===== src/rtl/cpu_alu_arbiter.sv =====
// Two-requester arbiter in front of a shared combinational ALU.
// Define CPU_ALU_ARB_ROUND_ROBIN_EN for round-robin; default is fixed priority.
module cpu_alu_arbiter (
  input  logic        i_clock,
  input  logic        i_reset,
  input  logic        i_req0_valid,
  output logic        o_req0_ready,
  input  logic [3:0]  i_req0_op,
  input  logic [31:0] i_req0_op1,
  input  logic [31:0] i_req0_op2,
  input  logic        i_req1_valid,
  output logic        o_req1_ready,
  input  logic [3:0]  i_req1_op,
  input  logic [31:0] i_req1_op1,
  input  logic [31:0] i_req1_op2,
  output logic        o_rsp0_valid,
  input  logic        i_rsp0_ready,
  output logic [31:0] o_rsp0_result,
  output logic [31:0] o_rsp0_shift_result,
  output logic        o_rsp0_compare,
  output logic        o_rsp1_valid,
  input  logic        i_rsp1_ready,
  output logic [31:0] o_rsp1_result,
  output logic [31:0] o_rsp1_shift_result,
  output logic        o_rsp1_compare,
  output logic [3:0]  o_alu_op,
  output logic [31:0] o_alu_op1,
  output logic [31:0] o_alu_op2,
  input  logic [31:0] i_alu_result,
  input  logic [31:0] i_alu_shift_result,
  input  logic        i_alu_compare_result
);

  typedef enum logic [1:0] {
    IDLE,
    EXEC,
    RESP
  } state_t;

  state_t      state_q, state_d;
  logic        grant_q, grant_d;
  logic [3:0]  alu_op_q, alu_op_d;
  logic [31:0] alu_op1_q, alu_op1_d;
  logic [31:0] alu_op2_q, alu_op2_d;
  logic        rsp0_valid_q, rsp0_valid_d;
  logic        rsp1_valid_q, rsp1_valid_d;
  logic [31:0] rsp0_res_q, rsp0_res_d;
  logic [31:0] rsp0_sh_q, rsp0_sh_d;
  logic        rsp0_cmp_q, rsp0_cmp_d;
  logic [31:0] rsp1_res_q, rsp1_res_d;
  logic [31:0] rsp1_sh_q, rsp1_sh_d;
  logic        rsp1_cmp_q, rsp1_cmp_d;
  logic        any_req;
  logic        pick;
  logic        hs;

`ifdef CPU_ALU_ARB_ROUND_ROBIN_EN
  logic        rr_q, rr_d;
  assign pick = (i_req0_valid & i_req1_valid) ? rr_q : i_req1_valid;
`else
  assign pick = i_req1_valid & ~i_req0_valid;
`endif

  assign any_req = i_req0_valid | i_req1_valid;
  // Ready is gated by reset so it reads 0 while reset is held.
  assign o_req0_ready = i_reset & (state_q == IDLE) & any_req & ~pick;
  assign o_req1_ready = i_reset & (state_q == IDLE) & any_req & pick;

  assign hs = grant_q ? (rsp1_valid_q & i_rsp1_ready)
                      : (rsp0_valid_q & i_rsp0_ready);

  assign o_alu_op            = alu_op_q;
  assign o_alu_op1           = alu_op1_q;
  assign o_alu_op2           = alu_op2_q;
  assign o_rsp0_valid        = rsp0_valid_q;
  assign o_rsp0_result       = rsp0_res_q;
  assign o_rsp0_shift_result = rsp0_sh_q;
  assign o_rsp0_compare      = rsp0_cmp_q;
  assign o_rsp1_valid        = rsp1_valid_q;
  assign o_rsp1_result       = rsp1_res_q;
  assign o_rsp1_shift_result = rsp1_sh_q;
  assign o_rsp1_compare      = rsp1_cmp_q;

  always_comb begin
    state_d      = state_q;
    grant_d      = grant_q;
    alu_op_d     = alu_op_q;
    alu_op1_d    = alu_op1_q;
    alu_op2_d    = alu_op2_q;
    rsp0_valid_d = rsp0_valid_q;
    rsp1_valid_d = rsp1_valid_q;
    rsp0_res_d   = rsp0_res_q;
    rsp0_sh_d    = rsp0_sh_q;
    rsp0_cmp_d   = rsp0_cmp_q;
    rsp1_res_d   = rsp1_res_q;
    rsp1_sh_d    = rsp1_sh_q;
    rsp1_cmp_d   = rsp1_cmp_q;
`ifdef CPU_ALU_ARB_ROUND_ROBIN_EN
    rr_d         = rr_q;
`endif
    unique case (state_q)
      IDLE: begin
        if (any_req) begin
          state_d   = EXEC;
          grant_d   = pick;
          alu_op_d  = pick ? i_req1_op  : i_req0_op;
          alu_op1_d = pick ? i_req1_op1 : i_req0_op1;
          alu_op2_d = pick ? i_req1_op2 : i_req0_op2;
        end
      end
      EXEC: begin
        state_d   = RESP;
        alu_op_d  = '0;
        alu_op1_d = '0;
        alu_op2_d = '0;
        if (grant_q) begin
          rsp1_valid_d = 1'b1;
          rsp1_res_d   = i_alu_result;
          rsp1_sh_d    = i_alu_shift_result;
          rsp1_cmp_d   = i_alu_compare_result;
        end else begin
          rsp0_valid_d = 1'b1;
          rsp0_res_d   = i_alu_result;
          rsp0_sh_d    = i_alu_shift_result;
          rsp0_cmp_d   = i_alu_compare_result;
        end
      end
      RESP: begin
        if (hs) begin
          state_d      = IDLE;
          rsp0_valid_d = 1'b0;
          rsp1_valid_d = 1'b0;
`ifdef CPU_ALU_ARB_ROUND_ROBIN_EN
          rr_d         = ~grant_q;
`endif
        end
      end
      default: state_d = IDLE;
    endcase
  end

  always_ff @(posedge i_clock or negedge i_reset) begin
    if (!i_reset) begin
      state_q      <= IDLE;
      grant_q      <= 1'b0;
      alu_op_q     <= '0;
      alu_op1_q    <= '0;
      alu_op2_q    <= '0;
      rsp0_valid_q <= 1'b0;
      rsp1_valid_q <= 1'b0;
      rsp0_res_q   <= '0;
      rsp0_sh_q    <= '0;
      rsp0_cmp_q   <= 1'b0;
      rsp1_res_q   <= '0;
      rsp1_sh_q    <= '0;
      rsp1_cmp_q   <= 1'b0;
`ifdef CPU_ALU_ARB_ROUND_ROBIN_EN
      rr_q         <= 1'b0;
`endif
    end else begin
      state_q      <= state_d;
      grant_q      <= grant_d;
      alu_op_q     <= alu_op_d;
      alu_op1_q    <= alu_op1_d;
      alu_op2_q    <= alu_op2_d;
      rsp0_valid_q <= rsp0_valid_d;
      rsp1_valid_q <= rsp1_valid_d;
      rsp0_res_q   <= rsp0_res_d;
      rsp0_sh_q    <= rsp0_sh_d;
      rsp0_cmp_q   <= rsp0_cmp_d;
      rsp1_res_q   <= rsp1_res_d;
      rsp1_sh_q    <= rsp1_sh_d;
      rsp1_cmp_q   <= rsp1_cmp_d;
`ifdef CPU_ALU_ARB_ROUND_ROBIN_EN
      rr_q         <= rr_d;
`endif
    end
  end

endmodule


===== config.mk =====
export PLATFORM = sky130hd
export DESIGN_NAME = cpu_alu_arbiter
export DESIGN_NICKNAME = d
export VERILOG_FILES = /design/src/rtl/cpu_alu_arbiter.sv
export SDC_FILE = /design/constraint.sdc
export NUM_CORES = 1
export LEC_CHECK = 0
export CAP_MARGIN = 20
export CORE_AREA = 8 8 152 154
export DETAILED_ROUTE_END_ITERATION = 8
export DIE_AREA = 0 0 160 162
export HOLD_SLACK_MARGIN = 0.08
export PLACE_DENSITY = 0.81
export SLEW_MARGIN = 20
export SYNTH_ARGS = -nofsm -noshare
export SYNTH_HDL_FRONTEND = slang
export SYNTH_SLANG_ARGS = --single-unit
export TNS_END_PERCENT = 100

===== constraint.sdc =====
create_clock -name i_clock -period 4.45 [get_ports i_clock]
set_clock_uncertainty 0.1 [all_clocks]
set_input_delay 0.89 -clock i_clock [delete_from_list [all_inputs] [get_ports i_clock]]
set_output_delay 0.89 -clock i_clock [all_outputs]
set_load 0.02 [all_outputs]

=== Word level (Yosys, flattened, before mapping) ===
Cells that the tools add are included.
W data, S select, Z words.

* Register bits: 203
* Input bits: 207
* Output and inout bits: 202
* Word-level logic and storage cells: 58

* Eq/ne operators: 6
* Multiplexer cells: 18
* Bitwise logic cells: 11
* Reduce and logical (&&, ||, !) cells: 10

{| class="wikitable"
|+ Operators by type and width
! kind !! number
|-
| $mux W32 || 4
|-
| $pmux W32 S2 || 2
|-
| $reduce_and A2 Y1 || 5
|-
| $mux W4 || 2
|-
| $ne A2 B2 Y1 const B || 4
|-
| $pmux W4 S2 || 1
|-
| $and A1 B1 Y1 || 7
|-
| $pmux W2 S3 || 1
|-
| $reduce_and A3 Y1 || 2
|-
| $mux W1 || 4
|-
| $mux W2 || 2
|-
| $pmux W1 S2 || 2
|-
| $reduce_bool A2 Y1 || 2
|-
| $not A1 Y1 || 3
|-
| $eq A2 B1 Y1 const B || 1
|-
| $eq A2 B2 Y1 const B || 1
|-
| $logic_not A2 Y1 || 1
|-
| $or A1 B1 Y1 || 1
|}

=== Depth between registers and ports, before layout ===
* Word-level depth: 5
* Gate-level depth with buffers: 6
* Gate-level depth less buffers: 3

=== Least setup slack after synthesis ===
No wires, ideal clock.

* Path kind: input-to-output
* From: input port i_req0_valid
* To: output port o_req1_ready
* Arrival: 1,743 ps
* Required time: 3,460 ps
* Slack: 1,717 ps
* Cell stages on the path: 4
* Buffers on the path: 2
* Path through: buf_2 buf_2 and2b_1 and3_1

* Longest elaborated chain between the ends: 3
* Elaborated cells on any way between the ends: 5
* Classes of those cells: 5 x bitwise

{| class="wikitable"
|+ RTL lines
! what !! RTL line !! source
|-
| start, declared || 6 || <nowiki>input logic i_req0_valid,</nowiki>
|-
| $or A1 B1 Y1 / $not A1 Y1 (equally long branches) || 64, 61 ||
|-
| $and A1 B1 Y1, on equally long branches || 67, 61 ||
|-
| $and A1 B1 Y1 * || 67 || <nowiki>assign o_req1_ready = i_reset & (state_q == IDLE) & any_req & pick;</nowiki>
|-
| end, declared || 12 || <nowiki>output logic o_req1_ready,</nowiki>
|}

Every way passes the cells marked *; elsewhere a longest branch is shown, timed or not.

=== Worst setup path after layout ===
* From: register state_q[0]
* To: output port o_req0_ready

* Longest elaborated chain between the ends: 4

{| class="wikitable"
|+ RTL lines
! what !! RTL line !! source
|-
| start, declared || 40 || <nowiki>state_t state_q, state_d;</nowiki>
|-
| start signal, assigned || 161 || <nowiki>state_q <= state_d;</nowiki>
|-
| $logic_not A2 Y1 || 66 || <nowiki>assign o_req0_ready = i_reset & (state_q == IDLE) & any_req & ~pick;</nowiki>
|-
| $and A1 B1 Y1 (3 in a row) || 66 ||
|-
| end, declared || 7 || <nowiki>output logic o_req0_ready,</nowiki>
|}

Every way passes these cells.

==> summary.txt <==
CTS
  – CTS Sinks: 203
  – CTS Hold Bufs: 0
  – Resized Gates After CTS: 0
  – CTS tree: done
  – Clock Latency Late Sink: 0.48 ns
  – CTS Buffer Depth: 3
  – Clock-pin slew on the worst setup and hold paths: 0.06 ns
  – Setup Fix Bufs, Post-CTS: 0
  – Total CTS buffers: 20
  – H-tree depth: 1
  – Root Buffer: clkbuf_16

Critical path
  – Crit path max fanout: 28
  – Crit start category: flop
  – Critical path, cell by cell: nor2_4, and3_1, clkdlybuf4s50_1
  – Cell family with most CP delay: simple AND/OR/NAND/NOR gates
  – Worst setup path class: flop to output port
  – Largest stage delay, worst path: 0.65 ns
  – Worst Path Buf+Inv: 1
  – Worst EP arrival: 2.59 ns
  – CP required: 3.46 ns
  – CP max-delay cell: clkdlybuf4s50_1
  – Setup crit end kind: output port

Yosys
  – Post-synthesis instance area: 8440 um^2
  – Cell count after synthesis: 672
  – Avg Inst Size Synth: 12.6 um^2
  – Cell taking the most area after synthesis: dfrtp_1
  – Seq cells post-synth: 203
  – Synth top area cells: dfrtp_1, mux2_2, mux2_1, a22o_1, nand2_1
  – Ys Warns: 0
  – Area share of the largest cell type after synthesis: 60.2%
  – Post-synthesis sequential area ratio: 60.2%
  – Netlist cell types: 22
  – Synth Net Count: 879

Finish
  – Final Non-Filler Cells: 1347
  – Layout area overhead: 58.2%
  – Layout cells sized above 1: 12.1%
  – Design area: 13300 um^2
  – Antenna cells: 0
  – Final #Nets: 1266

Floorplanning
  – Die X: 160 um
  – Core Box Area: 20700 um^2
  – I/O pin count: 409
  – Initial Utilization: 40.8%
  – Die height: 162 um
  – Rows: 53
  – Die area: 25900 um^2

Placed design
  – Post-DP Area: 12600 um^2
  – Post-DP HPWL: 21000 um
  – RePlAce Congestion: 0.832
  – Port Buffer Count: 408
  – DP Cell Count: 1311

Status
  – Status: finished, final reports clean

Route
  – Final WL: 27700 um
  – Met3 wire len: 2630 um
  – M1 WL: 10500 um
  – Initial DRC Count: 315
  – 1st-pass router iterations: 4
  – # DRC: 0
  – Max layer used: met4
  – DR WL/cell: 20.5 um
  – Vias per Instance: 4.96
  – Via Count: 6681
  – Met2 Wirelength: 13500 um
  – Final ANT Viol Nets: 0

Global routing
  – Global-route wire length before repair: 43000 um
  – Gr ovfl total: 0
  – Largest net degree at the start of global routing: 145
  – Antenna violations before repair: 0
  – Total GRT Usage: 21.0%
  – Vias in the first global route: 7168

Timing
  – Worst Max-Slew Pin Slew: 0.909 ns
  – Crit share post-route: 80.4%
  – Highest clock rate: 0.279 GHz
  – Worst hold margin: 0.186 ns
  – Crit path time final: 3.58 ns
  – TNS Setup: 0 ns
  – Final Hold Fails: 0
  – Slew margin rel.: 39.4%
  – RSZ-0062 raised after global routing: no
  – Slew Limit Fails: 0
  – Final Setup Violations: 0

Power
  – Leak Pwr: 0.00564 uW
  – Peak supply drop: 0.292 mV
  – Power density over the cells: 759 nW/um^2
  – Final Total Pwr: 10100 uW

Hold path
  – Hold Path Class: input pin to async pin

Run
  – Max_cap viols: 0
## state kept, by name, summed over array words and instances (netlist names)
name,flops
o_alu_op,4
o_alu_op2,32
o_rsp1_result,32
o_rsp1_compare,1
o_rsp0_compare,1
grant_q,1
o_rsp0_shift_result,32
o_rsp1_valid,1
state_q,2
o_rsp0_valid,1
o_alu_op1,32
o_rsp1_shift_result,32
o_rsp0_result,32
## final timing paths
path,from,endpoint,slack [ns],cells past startpoint
setup / recovery,state_q[0],o_req0_ready,0.87,3
hold / removal,i_reset,o_alu_op[3],0.19,1
setup reg to reg,state_q[0],o_rsp0_result[11],2.22,4
hold reg to reg,o_alu_op1[24],o_alu_op1[24],0.39,1
max in group asynchronous,i_reset,state_q[0],2.50,3
min in group i_clock,o_alu_op1[24],o_alu_op1[24],0.39,1
## metrics by stage
| step | setup slack [ns] | util, % |
|---|---|---|
| global route | 0.732 | 64.5 |
| finish | 0.871 | 64.5 |
| global placement | 1.17 | 61.0 |
| CTS | 0.812 | 64.4 |
| detailed placement | 1.16 | 61.0 |
| floorplan | 1.72 | - |
## placed cells by master, fill, tap and decap left out, types with 3 or more instances in the layout
master           instances
a21oi_1                  5
a22o_1                  63
a22oi_1                  5
buf_4                    8
clkbuf_1                 3
clkbuf_16               21
clkbuf_8                 6
clkdlybuf4s50_1        405
clkinv_2                 3
dfrtp_1                203
mux2_1                  50
mux2_2                  80
nand2_1                127
nor2_1                   4
o21ai_0                 65
o2bb2ai_1                5
## layer usage
metal / global-route usage [%] / vias to the layer above
met5: 0 / -
met4: 8.11 / 0
met3: 7.85 / 56
met2: 34.9 / 307
met1: 24.2 / 3184
li1: - / 3134
## cells in the mapped netlist, drive strengths merged
| master | n |
|---|---|
| or2 | 1 |
| a21oi | 5 |
| and2b | 1 |
| nand3 | 2 |
| nand2 | 127 |
| and3 | 2 |
| a31oi | 1 |
| a22o | 63 |
| a22oi | 5 |
| o21ai | 65 |
| inv | 1 |
| nand2b | 2 |
| o2bb2ai | 5 |
| clkbuf | 14 |
| buf | 38 |
| nor2 | 6 |
| dfrtp | 203 |
| mux2 | 130 |
| o31ai | 1 |
## power by group
group	switching, uW	leakage, uW	internal (uW)
Clock	682	0.000338	1060
Combinational	2520	0.00284	2550
Sequential	535	0.00246	2780
Total	3740	0.00564	6390
## layout make-up
cell class	instances	area (um^2)
Inverter	1	3.75
Clock inverter	6	82.6
Multi-Input combinational cell	416	3050
Timing Repair Buffer	417	4180
Fill cell	1607	7340
Clock buffer	29	606
Tap cell	275	344
Sequential cell	203	5080
## cell families after synthesis
| kind of cell | after synthesis | share of synthesized area [%] |
|---|---|---|
| DFF | 203 | 60.2 |
| AOI/OAI and AO/OA | 145 | 12.0 |
| and+or+nand+nor | 141 | 6.49 |
| muxes | 130 | 17.3 |
| buffers and inverters | 53 | 3.97 |
Power figures use the tool's default switching activity.
